**config.mk**
```make
export PLATFORM = sky130hd
export DESIGN_NAME = minv_reg_seq
export DESIGN_NICKNAME = d
export VERILOG_FILES = /design/src/rtl/minv_reg_seq.sv
export SDC_FILE = /design/constraint.sdc
export NUM_CORES = 1
export LEC_CHECK = 0
export CORE_MARGIN = 3
export CORE_UTILIZATION = 27
export DETAILED_ROUTE_END_ITERATION = 10
export PLACE_DENSITY = 0.82
export SLEW_MARGIN = 20
export SYNTH_ARGS = -nofsm -noshare
export SYNTH_HDL_FRONTEND = slang
export SYNTH_SLANG_ARGS = --single-unit
```
**constraint.sdc**
```tcl
create_clock -name clk -period 1.8 [get_ports clk]
set_input_delay 0.36 -clock clk [delete_from_list [all_inputs] [get_ports clk]]
set_output_delay 0.36 -clock clk [all_outputs]
set_load 0.01 [all_outputs]
```
**src/rtl/minv_reg_seq.sv**
```systemverilog
// minv_reg_seq: sequencer for the MINV_REG_X2 slice chain (word load/unload, N-bit SHR, clear).
// Optional abort input when MINV_REG_SEQ_ABORT_EN is defined. Ports: cmd/in/out handshakes, reg_* slice controls, busy/done.
module minv_reg_seq #(
  parameter int NWORDS = 8,
  parameter int CNTW   = 8
) (
  input  logic            clk,
  input  logic            rst_n,
`ifdef MINV_REG_SEQ_ABORT_EN
  input  logic            abort,
`endif
  input  logic            cmd_valid,
  output logic            cmd_ready,
  input  logic [1:0]      cmd_op,
  input  logic [CNTW-1:0] cmd_cnt,
  input  logic            cmd_fill,
  input  logic            in_valid,
  output logic            in_ready,
  input  logic [31:0]     in_data,
  output logic            out_valid,
  input  logic            out_ready,
  output logic [31:0]     out_data,
  input  logic [31:0]     reg_rdata,
  output logic [31:0]     reg_wdata,
  output logic            reg_we,
  output logic            reg_sel_cyc,
  output logic            reg_sel_rs,
  output logic            reg_bit256,
  output logic            reg_clr,
  output logic            busy,
  output logic            done
);

  localparam int WCW = (NWORDS > 1) ? $clog2(NWORDS) : 1;

  localparam logic [2:0] S_IDLE = 3'd0;
  localparam logic [2:0] S_LOAD = 3'd1;
  localparam logic [2:0] S_UNLD = 3'd2;
  localparam logic [2:0] S_SHR  = 3'd3;
  localparam logic [2:0] S_CLR  = 3'd4;
  localparam logic [2:0] S_DONE = 3'd5;

  logic [2:0]      state_q, state_d;
  logic [WCW-1:0]  wcnt_q, wcnt_d;
  logic [CNTW-1:0] scnt_q, scnt_d;
  logic            fill_q, fill_d;
  logic            wlast;

  assign wlast = (wcnt_q == WCW'(NWORDS - 1));
  assign busy  = (state_q != S_IDLE);

  always_comb begin
    state_d     = state_q;
    wcnt_d      = wcnt_q;
    scnt_d      = scnt_q;
    fill_d      = fill_q;
    cmd_ready   = 1'b0;
    in_ready    = 1'b0;
    out_valid   = 1'b0;
    out_data    = '0;
    reg_wdata   = '0;
    reg_we      = 1'b0;
    reg_sel_cyc = 1'b0;
    reg_sel_rs  = 1'b0;
    reg_bit256  = 1'b0;
    reg_clr     = 1'b0;
    done        = 1'b0;
    unique case (state_q)
      S_IDLE: begin
        cmd_ready = 1'b1;
        if (cmd_valid) begin
          scnt_d = cmd_cnt;
          fill_d = cmd_fill;
          wcnt_d = '0;
          unique case (cmd_op)
            2'd0:    state_d = S_LOAD;
            2'd1:    state_d = S_UNLD;
            2'd2:    state_d = S_SHR;
            default: state_d = S_CLR;
          endcase
        end
      end
      S_LOAD: begin
        in_ready  = 1'b1;
        reg_we    = in_valid;
        reg_wdata = in_data;
        if (in_valid) begin
          wcnt_d = wcnt_q + WCW'(1);
          if (wlast) state_d = S_DONE;
        end
      end
      S_UNLD: begin
        // rotation writes regout back into the top slice
        out_valid   = 1'b1;
        out_data    = reg_rdata;
        reg_we      = out_ready;
        reg_sel_cyc = out_ready;
        if (out_ready) begin
          wcnt_d = wcnt_q + WCW'(1);
          if (wlast) state_d = S_DONE;
        end
      end
      S_SHR: begin
        if (scnt_q == '0) begin
          state_d = S_DONE;
        end else begin
          reg_we     = 1'b1;
          reg_sel_rs = 1'b1;
          reg_bit256 = fill_q;
          scnt_d     = scnt_q - CNTW'(1);
          if (scnt_q == CNTW'(1)) state_d = S_DONE;
        end
      end
      S_CLR: begin
        reg_clr = 1'b1;
        state_d = S_DONE;
      end
      S_DONE: begin
        done    = 1'b1;
        wcnt_d  = '0;
        state_d = S_IDLE;
      end
      default: state_d = S_IDLE;
    endcase
`ifdef MINV_REG_SEQ_ABORT_EN
    // abort squashes every slice control of this cycle
    if (abort && (state_q != S_IDLE)) begin
      state_d     = S_IDLE;
      wcnt_d      = '0;
      scnt_d      = '0;
      fill_d      = 1'b0;
      in_ready    = 1'b0;
      out_valid   = 1'b0;
      out_data    = '0;
      reg_wdata   = '0;
      reg_we      = 1'b0;
      reg_sel_cyc = 1'b0;
      reg_sel_rs  = 1'b0;
      reg_bit256  = 1'b0;
      reg_clr     = 1'b0;
      done        = 1'b0;
    end
`endif
  end

  always_ff @(posedge clk or negedge rst_n) begin
    if (!rst_n) begin
      state_q <= S_IDLE;
      wcnt_q  <= '0;
      scnt_q  <= '0;
      fill_q  <= 1'b0;
    end else begin
      state_q <= state_d;
      wcnt_q  <= wcnt_d;
      scnt_q  <= scnt_d;
      fill_q  <= fill_d;
    end
  end

endmodule

```
== After elaboration in Yosys (flattened, before gate mapping) ==
Cells that the tools add are included.

* Add/sub/neg operators: 2
* Equality and inequality tests: 14
* Multiplexer cells: 28
* Reduce and logical (&&, ||, !) cells: 10

{| class="wikitable"
|+ Operators with widths
! cell !! count
|-
| 32-bit two-way mux || 2
|-
| 3-bit two-way mux || 9
|-
| 8-bit two-way mux || 2
|-
| 8-bit one-hot mux with 2 select lines || 1
|-
| 3-bit one-hot mux with 5 select lines || 1
|-
| 3-bit one-hot mux with 4 select lines || 1
|-
| 1-bit two-way mux || 10
|-
| 3-bit == test (second input constant) || 3
|-
| 3-bit one-hot mux with 3 select lines || 1
|-
| 8-bit by 1-bit == test with 1-bit output (second input constant) || 1
|-
| 8-bit zero test || 1
|-
| 2-bit inequality test (second input constant) || 4
|-
| 4-bit AND reduction || 2
|-
| 8-bit by 1-bit subtractor with 8-bit output (second input constant) || 1
|-
| 3-bit by 2-bit == test with 1-bit output (second input constant) || 2
|-
| 4-bit nonzero test || 1
|-
| 3-bit by 1-bit adder with 3-bit output (second input constant) || 1
|-
| 3-bit by 1-bit == test with 1-bit output (second input constant) || 1
|-
| 3-bit zero test || 1
|-
| 3-bit inequality test (second input constant) || 1
|-
| 1-bit one-hot mux with 3 select lines || 1
|-
| 3-bit AND reduction || 1
|-
| 3-bit nonzero test || 1
|-
| 2-bit by 1-bit == test with 1-bit output (second input constant) || 1
|-
| 4 further kinds || 4
|}

* Flip-flop bits (word level): 15

== Depth between registers and ports, before layout ==
* Depth in word-level cells: 4
* Mapped depth: 6
* Depth with buffers taken out: 6

== Least setup slack after synthesis ==
OpenSTA, ideal clock, no wires.

* Path type: register to output
* Start point: register scnt_q[0]
* End point: output reg_we
* Arrival time: 1.508 ns
* Data required time: 1.440 ns
* Setup slack: -0.068 ns
* Cell stages (with the launch flop): 6
* Path buffers: 0
* Path through: dfrtp_1 > inv_1 > ha_1 > nor3b_2 > a21oi_2 > or2_2

* Longest elaborated chain between the ends: 3

{| class="wikitable"
|+ Ends and longest elaborated chain
! item !! RTL line !! text
|-
| start: declaration || 45 || <nowiki>logic [CNTW-1:0] scnt_q, scnt_d;</nowiki>
|-
| start signal: assignment || 155 || <nowiki>scnt_q <= scnt_d;</nowiki>
|-
| 8-bit zero test || 104 || <nowiki>if (scnt_q == '0) begin</nowiki>
|-
| 1-bit two-way mux || 104 ||
|-
| 1-bit one-hot mux with 3 select lines || 68 || <nowiki>unique case (state_q)</nowiki>
|-
| end: declaration || 25 || <nowiki>output logic reg_we,</nowiki>
|}

Every way passes these cells.

== Worst setup path in the final report ==
* Start point: register state_q[0]
* End point: output reg_we

* Longest elaborated chain between the ends: 2
* Elaborated cells between the ends (all ways): 4
* Classes of those cells: eq/ne: 3; mux: 1

{| class="wikitable"
|+ Ends and longest elaborated chain
! item !! RTL line !! text
|-
| start: declaration || 43 || <nowiki>logic [2:0] state_q, state_d;</nowiki>
|-
| start signal: assignment || 153 || <nowiki>state_q <= state_d;</nowiki>
|-
| 3-bit by 2-bit == test with 1-bit output or 3-bit by 1-bit == test with 1-bit output (tied branches) || 68 ||
|-
| 1-bit one-hot mux with 3 select lines * || 68 ||
|}

Every way passes the cells marked *; elsewhere a longest branch is shown, timed or not.

==> run summary <==
number of H-tree branching levels -> 1
number of hold buffers added after cts -> 0
Post-Route Setup TNS -> -10.68 ns
Async SR Flop Fraction -> 100.0%
internal power -> 3.492 mW
CP most frequent cell -> sky130_fd_sc_hd__buf_6
Metal-1 WL -> 3245 µm
setup repair after global routing missed its margin -> yes
per-cell routed wire length -> 21.42 µm
final net count -> 502
cell breakdown of the critical path -> buf_6 > nand2b_4 > nor2_4 > buf_4 > a21o_1 > or2_4 > buf_6
relative area change from synthesis to final layout -> 163.2%
number of distinct library cells after synthesis -> 46
kind of cell adding the most delay to the critical path -> flip-flops
CP Data Required Time -> 1.44 ns
Congestion Overflow GR -> 0
area of the multi-input gates -> 1316 µm²
average vias per placed instance -> 5.225
endpoint type of the worst setup path -> primary output
worst skew pair latency -> 0.26 ns
chip width -> 81.87 µm
total of endpoints with negative setup slack in the final report -> 74
global-route wire length before repair -> 11840 µm
max-slew violation count -> 0
timing-limited maximum frequency -> 0.4758 GHz
placed cell area -> 3391 µm²
final cell area excluding filler cells -> 4090 µm²
stage delay of the slowest cell on the critical path -> 0.46 ns
critical-path maximum fanout -> 5
count of yosys warnings during synthesis -> 0
Period minus WS final -> 2.102 ns
gate count of the mapped netlist -> 197
share of power burned in combinational logic -> 83.6%
via count -> 2529
Leak Pwr -> 1.956 nW
Sequential Area -> 379.1 µm²
combined buffer and inverter count along the critical path -> 3
placeable core region -> 5335 µm²
ratio of total power to cell area -> 1433 nW/µm²
vias in the first global route -> 2387
worst reg-to-reg path cell count -> 7
count of routing violations after the opening detailed-route iteration -> 175
number of port buffers -> 153
synthesized area divided by synthesized cell count -> 7.888 µm²
CTS Root Buffer Type -> sky130_fd_sc_hd__clkbuf_8
Ports -> 154
Final ANT Viol Nets -> 0
number of synthesized flops with an enable pin -> 0
uppermost layer routed -> met4
# diodes -> 0
cell with the biggest individual delay on the critical path -> sky130_fd_sc_hd__dfrtp_2
final WL -> 10370 µm
Main synth FF type -> sky130_fd_sc_hd__dfrtp_1
flip-flop and latch count after synthesis -> 15
share of the yosys chip area belonging to registers -> 24.15%
worst-case clock skew -> 0.001481 ns
Cell Area, Synth -> 1554 µm²
clock tree from TritonCTS -> yes
CP Launch Type -> flop
maximum buffer depth of the clock tree -> 2
Die Ht -> 81.87 µm
total length of routed met3 wires -> 774 µm
Slew headroom -> 61.05%
minimum hold slack -> 0.4160 ns
run status -> finished with violations
Switching Share -> 40.41%
starting utilization of the core area -> 29.13%
switching power of the nets -> 2.368 mW
part of the power in registers -> 11.3%
total stage count of the critical path -> 7
overall die area -> 6702 µm²
Detail Placement HPWL -> 5537 µm
number of iterations in the first detailed-routing pass -> 4
RD Place Congestion -> 0.8573
arrival time at the worst endpoint -> 1.74 ns
portion of total power attributed to the clock network -> 5.1%
initial antenna violation count -> 0
post-synthesis net count -> 284
Num CTS Buffers -> 3
maximum number of pins on one net before global-route repair -> 16
count of clock tree sinks -> 15
portion of the clock cycle consumed by the worst path in the final layout -> 116.8%
Final Hold Violating Endpoints -> 0
fraction of final layout cells sized beyond drive strength 1 -> 56.52%
violations in the final reports -> setup timing
worst min-delay path category -> primary input to async pin
fillers -> 331
crit path kind -> flop to primary output
all-layer global routing usage -> 23.18%
transition time of the tightest slew-check pin -> 0.5790 ns
clock transition time at the flip-flop clock pins of the worst setup and hold paths -> 0.07 ns
met2 wire len -> 5762 µm
DRC viols -> 0
number of violations of the max-capacitance limit -> 0
post-layout power -> 5.859 mW
worst setup margin -> -0.3017 ns
site row count -> 26
worst supply voltage drop on vdd -> 653.0 µV
-- cells in the mapped netlist (all sizes together) (2+ instances only) --
master	instances	area [µm²]
ha	7	87.58
and2	68	425.4
o21ai	9	45.04
nor3	5	25.02
clkbuf	7	26.28
inv	9	33.78
mux2	2	22.52
nor3b	4	35.03
nand3	3	15.01
nor2	10	40.04
dfrtp	15	375.4
o311ai	2	17.52
buf	6	30.03
nand2	12	45.04
nor4	2	12.51
a22o	2	17.52
o41ai	2	36.29
nand2b	2	12.51
a21oi	7	38.79
-- logic make-up after synthesis --
logic type               after synthesis  share of synthesized area [%]
AND/OR/NAND/NOR                      116                          45.49
adder cells (fa/ha/maj)                7                          5.636
AO/OA/AOI/OAI                         34                          16.83
buffers and inverters                 22                          5.797
multiplexers                           3                          2.093
flip-flops                            15                          24.15
-- cell usage in the layout (no fill, tap or decap), drive strengths merged, types with 2 or more instances in the layout --
master         count
clkbuf             6
nand2             12
nor3               5
nor2              10
nand2b             2
ha                 7
nand3              3
inv                9
a22o               2
nor4               2
o311ai             2
mux2               2
nor3b              4
a21oi              7
o21ai              9
dfrtp             15
and2              68
buf              145
o41ai              2
clkdlybuf4s50     79
-- area by class of cell --
cell class / count / share of cell area (%)
Clock buffer: 4 / 1.101
Inverter: 9 / 0.8259
Timing Repair Buffer: 226 / 54.48
Tap cell: 70 / 2.141
Multi-Input combinational cell: 160 / 32.18
Sequential cell: 15 / 9.269
-- power groups by stage --
| stage | registers, mW | clock network, mW | logic, mW |
|---|---|---|---|
| 6_report | 0.661 | 0.298 | 4.90 |
| 2_1_floorplan | 0.641 | 0 | 1.52 |
| 4_1_cts | 0.642 | 0.289 | 4.25 |
| 3_5_place_dp | 0.636 | 0 | 3.23 |
| 3_3_place_gp | 0.621 | 0 | 3.18 |
| 5_1_grt | 0.669 | 0.314 | 5.17 |
-- per-stage QoR --
stage	setup slack, ns	util [%]	instances
detailed placement	-0.4016	63.56	439
CTS	-0.2534	72.00	480
global placement	-0.3922	63.56	439
floorplan	0.02648	-	197
global route	-0.3249	76.67	484
finish	-0.3017	76.67	484
-- registers in the layout, indices dropped and copies added, names as in the netlist --
| signal | flops |
|---|---|
| wcnt_q | 3 |
| fill_q | 1 |
| state_q | 3 |
| scnt_q | 8 |
-- worst paths after layout --
check	startpoint	to	slack, ns
max	state_q[0]$_DFFE_PN0P_	reg_we	-0.30
min	rst_n	fill_q$_DFFE_PN0P_	0.42
max reg2reg	state_q[1]$_DFFE_PN0P_	scnt_q[3]$_DFFE_PN0P_	-0.10
min reg2reg	fill_q$_DFFE_PN0P_	fill_q$_DFFE_PN0P_	0.51
max in group asynchronous	rst_n	state_q[1]$_DFFE_PN0P_	1.19
min in group clk	fill_q$_DFFE_PN0P_	fill_q$_DFFE_PN0P_	0.51
-- routing by layer --
metal | vias to the layer above | global-route usage [%]
li1 | 1107 | -
met1 | 1210 | 23.11
met2 | 160 | 44.67
met3 | 52 | 5.921
met4 | 0 | 9.967
met5 | - | 0
-- what timing repair did --
action                                  4_1_cts  5_1_grt
resized for setup                           354      139
gates cloned                                  7        0
endpoints found under the setup margin       74       79
pin swaps                                    27       42
buffers inserted                             30       11
Note: power is estimated with default switching activity, not from simulation.
